<file path="src/rtl/instr_fetch_pkg.sv">
// Shared fetch configuration and instruction types for the front end.
// FETCH_WIDTH is the bundle slot count and must be a power of two.
package instr_fetch_pkg;

  // Configuration
  localparam int unsigned FETCH_WIDTH = 2;
  localparam int unsigned BLOCK_BYTES = 4 * FETCH_WIDTH;
  localparam logic [31:0] BLOCK_MASK  = 32'(BLOCK_BYTES - 1);

  // Instruction types
  typedef struct packed {
    logic        valid;
    logic [31:0] pc;
    logic [31:0] instr;
  } aligned_instr_t;

  typedef enum logic [1:0] {
    StReq,
    StWait,
    StPush
  } fetch_state_e;

  function automatic logic [31:0] block_base(input logic [31:0] pc);
    return pc & ~BLOCK_MASK;
  endfunction

  // Wraps modulo 2^32 past the top of the address space.
  function automatic logic [31:0] next_block(input logic [31:0] pc);
    return block_base(pc) + BLOCK_BYTES;
  endfunction

endpackage

</file>
<file path="src/rtl/fetch_bundle_build.sv">
// Turns one fetch-block response into bundle slots, masking off the
// words that sit before the fetch pc inside the block.
module fetch_bundle_build
  import instr_fetch_pkg::*;
(
  input  logic [31:0]                     i_pc,
  input  logic [32*FETCH_WIDTH-1:0]       i_data,
  output aligned_instr_t [FETCH_WIDTH-1:0] o_bundle
);

  logic [31:0] base;
  logic [31:0] word_off;

  always_comb begin
    base     = block_base(i_pc);
    word_off = (i_pc & BLOCK_MASK) >> 2;
    o_bundle = '0;
    for (int k = 0; k < FETCH_WIDTH; k++) begin
      if (32'(k) >= word_off) begin
        o_bundle[k].valid = 1'b1;
        o_bundle[k].pc    = base + 32'(4 * k);
        o_bundle[k].instr = i_data[32*k +: 32];
      end
    end
  end

endmodule

</file>
<file path="src/rtl/instr_fetch.sv">
// Instruction fetch: one outstanding block request, then a held bundle
// pushed to the instruction queue. Flush redirects from any state.
module instr_fetch
  import instr_fetch_pkg::*;
#(
  parameter logic [31:0] RESET_PC = 32'h0000_0000
) (
  input  logic                             i_clk,
  input  logic                             i_rst_n,
  input  logic                             i_flush,
  input  logic [31:0]                      i_redirect_pc,
  output logic                             o_mem_req,
  output logic [31:0]                      o_mem_addr,
  input  logic                             i_mem_ack,
  input  logic [32*FETCH_WIDTH-1:0]        i_mem_data,
  output logic                             o_enqueue,
  output aligned_instr_t [FETCH_WIDTH-1:0] o_instrs,
  input  logic                             i_can_enqueue
);

  fetch_state_e                     state_q;
  logic [31:0]                      pc_q;
  logic                             drop_q;
  logic                             armed_q;
  logic                             enq_q;
  aligned_instr_t [FETCH_WIDTH-1:0] bundle_q;
  aligned_instr_t [FETCH_WIDTH-1:0] bundle_d;
  logic                             mem_req;

  // armed_q keeps the request low until the first edge after reset.
  assign mem_req = (state_q == StReq) && armed_q && !drop_q;

  fetch_bundle_build u_build (
    .i_pc     (pc_q),
    .i_data   (i_mem_data),
    .o_bundle (bundle_d)
  );

  always_ff @(posedge i_clk or negedge i_rst_n) begin
    if (!i_rst_n) begin
      state_q  <= StReq;
      pc_q     <= RESET_PC;
      drop_q   <= 1'b0;
      armed_q  <= 1'b0;
      enq_q    <= 1'b0;
      bundle_q <= '0;
    end else begin
      armed_q <= 1'b1;
      if (i_flush) begin
        state_q  <= StReq;
        pc_q     <= i_redirect_pc;
        enq_q    <= 1'b0;
        bundle_q <= '0;
        // A request still in flight (or issued this cycle) owes one ack to drop.
        drop_q   <= (drop_q && !i_mem_ack) || ((state_q == StWait) && !i_mem_ack) || mem_req;
      end else begin
        unique case (state_q)
          StReq: begin
            if (drop_q && i_mem_ack) drop_q <= 1'b0;
            if (mem_req) state_q <= StWait;
          end
          StWait: begin
            if (i_mem_ack) begin
              bundle_q <= bundle_d;
              enq_q    <= 1'b1;
              state_q  <= StPush;
            end
          end
          StPush: begin
            if (i_can_enqueue) begin
              pc_q     <= next_block(pc_q);
              bundle_q <= '0;
              enq_q    <= 1'b0;
              state_q  <= StReq;
            end
          end
          default: state_q <= StReq;
        endcase
      end
    end
  end

  assign o_mem_req  = mem_req;
  assign o_mem_addr = block_base(pc_q);
  assign o_enqueue  = enq_q;
  assign o_instrs   = bundle_q;

endmodule

</file>
<file path="config.mk">
export PLATFORM = sky130hd
export DESIGN_NAME = instr_fetch
export DESIGN_NICKNAME = d
export VERILOG_FILES = /design/src/rtl/instr_fetch_pkg.sv /design/src/rtl/fetch_bundle_build.sv /design/src/rtl/instr_fetch.sv
export SDC_FILE = /design/constraint.sdc
export NUM_CORES = 1
export LEC_CHECK = 0
export CORE_MARGIN = 2
export CORE_UTILIZATION = 39
export DETAILED_ROUTE_END_ITERATION = 8
export PLACE_DENSITY_LB_ADDON = 0.2
export SYNTH_ARGS = -nofsm -noshare
export SYNTH_HDL_FRONTEND = slang
export SYNTH_SLANG_ARGS = --single-unit
export TNS_END_PERCENT = 5
</file>
<file path="constraint.sdc">
create_clock -name i_clk -period 2 [get_ports i_clk]
set_input_delay 0.4 -clock i_clk [delete_from_list [all_inputs] [get_ports i_clk]]
set_output_delay 0.4 -clock i_clk [all_outputs]
set_load 0.005 [all_outputs]
</file>
==> results of run 1 <==
cells in the final DEF (no fill, tap or decap), types with 11 or more instances in the layout:
cell type and count:
nor2_1 19, a31oi_1 15, buf_12 11, a22o_1 122, or4_1 14, buf_4 49, clkdlybuf4s50_1 252, o21ai_0 16
nand2_1 26, o31ai_1 13, dfrtp_1 157, clkbuf_16 17
layout make-up:
cell class	instances	share of cell area [%]
clock buffer	18	4.34
tap	220	2.72
timing repair buffer	315	31.0
sequential	158	39.0
inverter	7	0.259
clock inverter	14	1.30
multi-input combinational	298	21.3
cells in the mapped netlist (all sizes together) (2+ instances only):
cell type	n	area, um2
dfrtp	158	3950
a22o	122	1070
buf	51	353
clkbuf	32	123
nand2	26	97.6
nor2	19	71.3
o21ai	16	80.1
or4	16	120
a31oi	15	93.8
o31ai	13	97.6
nand3	10	55.1
nand4	10	75.1
inv	7	26.3
xor2	6	52.6
nor3	5	30.0
xnor2	5	43.8
and4	4	36.3
nor4	4	25.0
or3	3	18.8
a21o	2	15.0
and3	2	12.5
conb	2	7.51
mux2i	2	20.0
repair_timing:
action                     in CTS  in global routing
hold endpoints to repair       50                  0
hold buffers                    1                  0
pin swaps                       0                  1
resized for setup               1                  5
setup endpoints to repair       1                  6
worst max-delay path: cells and delay by family, from the launching register on:
| family | cells | cell delay [ns] |
|---|---|---|
| simple gates | 3 | 0.85 |
| flops | 1 | 0.42 |
| buf+inv | 1 | 0.19 |
| compound gates | 1 | 0.19 |
| fa+ha+maj | 1 | 0.18 |
state kept, by name, indices dropped and copies added, names as in the netlist:
| name | flops |
|---|---|
| state_q | 2 |
| armed_q | 1 |
| drop_q | 1 |
| o_instrs | 124 |
| pc_q | 30 |
worst paths after layout:
check	start	end	cells past startpoint
max in group asynchronous	i_rst_n	o_instrs[30]	3
hold / removal	o_instrs[64]	o_instrs[64]	1
hold reg to reg	o_instrs[64]	o_instrs[64]	1
min in group asynchronous	i_rst_n	o_instrs[68]	2
setup reg to reg	pc_q[3]	pc_q[31]	6
setup / recovery	pc_q[3]	pc_q[31]	6
kinds of logic after synthesis:
kind of cell / share of synthesized area (%)
XOR/XNOR: 1.47
buffers and inverters: 7.66
flip-flops: 60.3
adder cells (fa/ha/maj): 0.191
other: 0.115
AO/OA/AOI/OAI: 21.1
multiplexers: 0.306
AND/OR/NAND/NOR: 8.84
per-layer routing:
metal | vias to the layer above | wire [um] | share of wire [%]
met1 | 2708 | 8080 | 42
met5 | - | 0 | 0
met2 | 221 | 9530 | 50
li1 | 2489 | - | -
met3 | 33 | 1130 | 5.9
met4 | 0 | 417 | 2.2
metrics by stage:
stage                     setup WS, ns  cells  setup TNS, ns  util (%)
after detailed placement        -0.311    997         -30.83      57.7
after global placement          -0.300    997         -26.22      57.7
after floorplan                 0.0603    546              0         -
final                           0.0719   1030              0      61.3
after global routing          0.000895   1030              0      61.3
after CTS                       0.0300   1030              0      61.2
where the power goes:
| part | internal, mW | leakage, nW | switching (mW) |
|---|---|---|---|
| sequential | 3.35 | 2.12 | 0.120 |
| combinational | 0.679 | 2.04 | 0.504 |
| clock | 1.77 | 0.271 | 1.39 |
==> impl_results.md, run 1 <==
- Post-route cell area: 0.0101 mm2
- Final-report hold violation count: 0
- Total track usage: 21.9%
- N_diodes: 0
- Worst-case hold slack: 0.476 ns
- Relative slew slack: 62.1%
- Post-synthesis register bit count: 158
- GP Congestion: 0.867
- CTS root buf: clkbuf_16
- Dpl cell area: 0.00953 mm2
- Post-CTS Setup Inserts: 0
- Layout cell share with drive strength beyond 1: 13.0%
- Clock slew at reported path FFs: 0.07 ns
- Tmin final: 1.93 ns
- HPWL after detailed placement: 13900 um
- Row count: 47
- Share of flip-flops with an asynchronous set or reset: 100%
- Reg area: 0.00396 mm2
- Final total power: 7.81 mW
- IO buf count: 254
- FILL cells: 1332
- Starting Density: 39.7%
- HP Class: flop to flop
- Drt total wl: 19200 um
- Synthesized area: 0.00655 mm2
- Worst slew pin tran: 0.564 ns
- Crit path launch type: flop
- WS Path Type: flop to flop
- Worst Path Required: 2.33 ns
- Clock Latency Late Sink: 0.42 ns
- Area occupied by multi-input gates: 0.00216 mm2
- First-pass GRT wire length: 30400 um
- Post-DRT Antenna Nets: 0
- # H-tree levels: 4
- CP max FO: 13
- Die W: 134 um
- Routed wire per std cell: 18.6 um
- Status: finished clean
- Die Y: 134 um
- Lkg Pwr: 4.42 nW
- Via count: 5451
- Clock Skews: 0.00763 ns
- Post-Syn Area per Cell: 12.2 um2
- M3 GR Usage: 4.87%
- Worst vdd ir: 565 uV
- Largest net degree at the start of global routing: 58
- Syn Inst Count: 539
- Num CTS Buffers: 17
- Cells along the critical path: ha_4 -> and4_1 -> nand4_1 -> buf_4 -> or4_1 -> a31oi_1
- Die area: 0.0179 mm2
- Max Clk Rate: 519 MHz
- Number of max-cap violations: 0
- Max clock buf depth: 2
- Post-synth EDFFs: 0
- Cell Pwr Density: 771 mW/mm2
- GR peak layer: met2
- Synth Flop Type: dfrtp_1
- Pins Over Slew Limit: 0
- Worst R2R Setup Slack: 0.07 ns
- DRC viols: 0
- Post-synth cell types: 38
- Post-route clock period utilization: 96.4%
- # setup viols final: 0
- Synth warn: 0
- Vias/cell: 5.29
- Vias in the first global route: 5419
- Core area: 0.0165 mm2
- Initial DRC Count: 364
- Layout area overhead: 54.6%
- Worst path arrival time: 2.26 ns
- I/O Pins: 265
- Clock Sinks: 158
- Sequential fraction of the synthesis area: 60.3%
- RSZ-0062 raised after global routing: false
- Total gr overflow: 0
- Slowest CP cell: or4_1
- Capturing element type of the critical path: flop
- Global routing met1 resource utilization: 28.9%
- Initial antenna violation count: 0
- Critical Path Max Stage Delay: 0.51 ns
- Met2 Track Usage GR: 35.5%
- CTS tree: done
- Drt pass-1 iters: 4
- Final #Nets: 899
Note: power is estimated with default switching activity, not from simulation.
==> inputs of run 2 (changes only) <==
CAP_MARGIN = 20   (was default)
==> results of run 2 <==
Same layout as run 1: the final DEF is identical, and so are final timing and power.
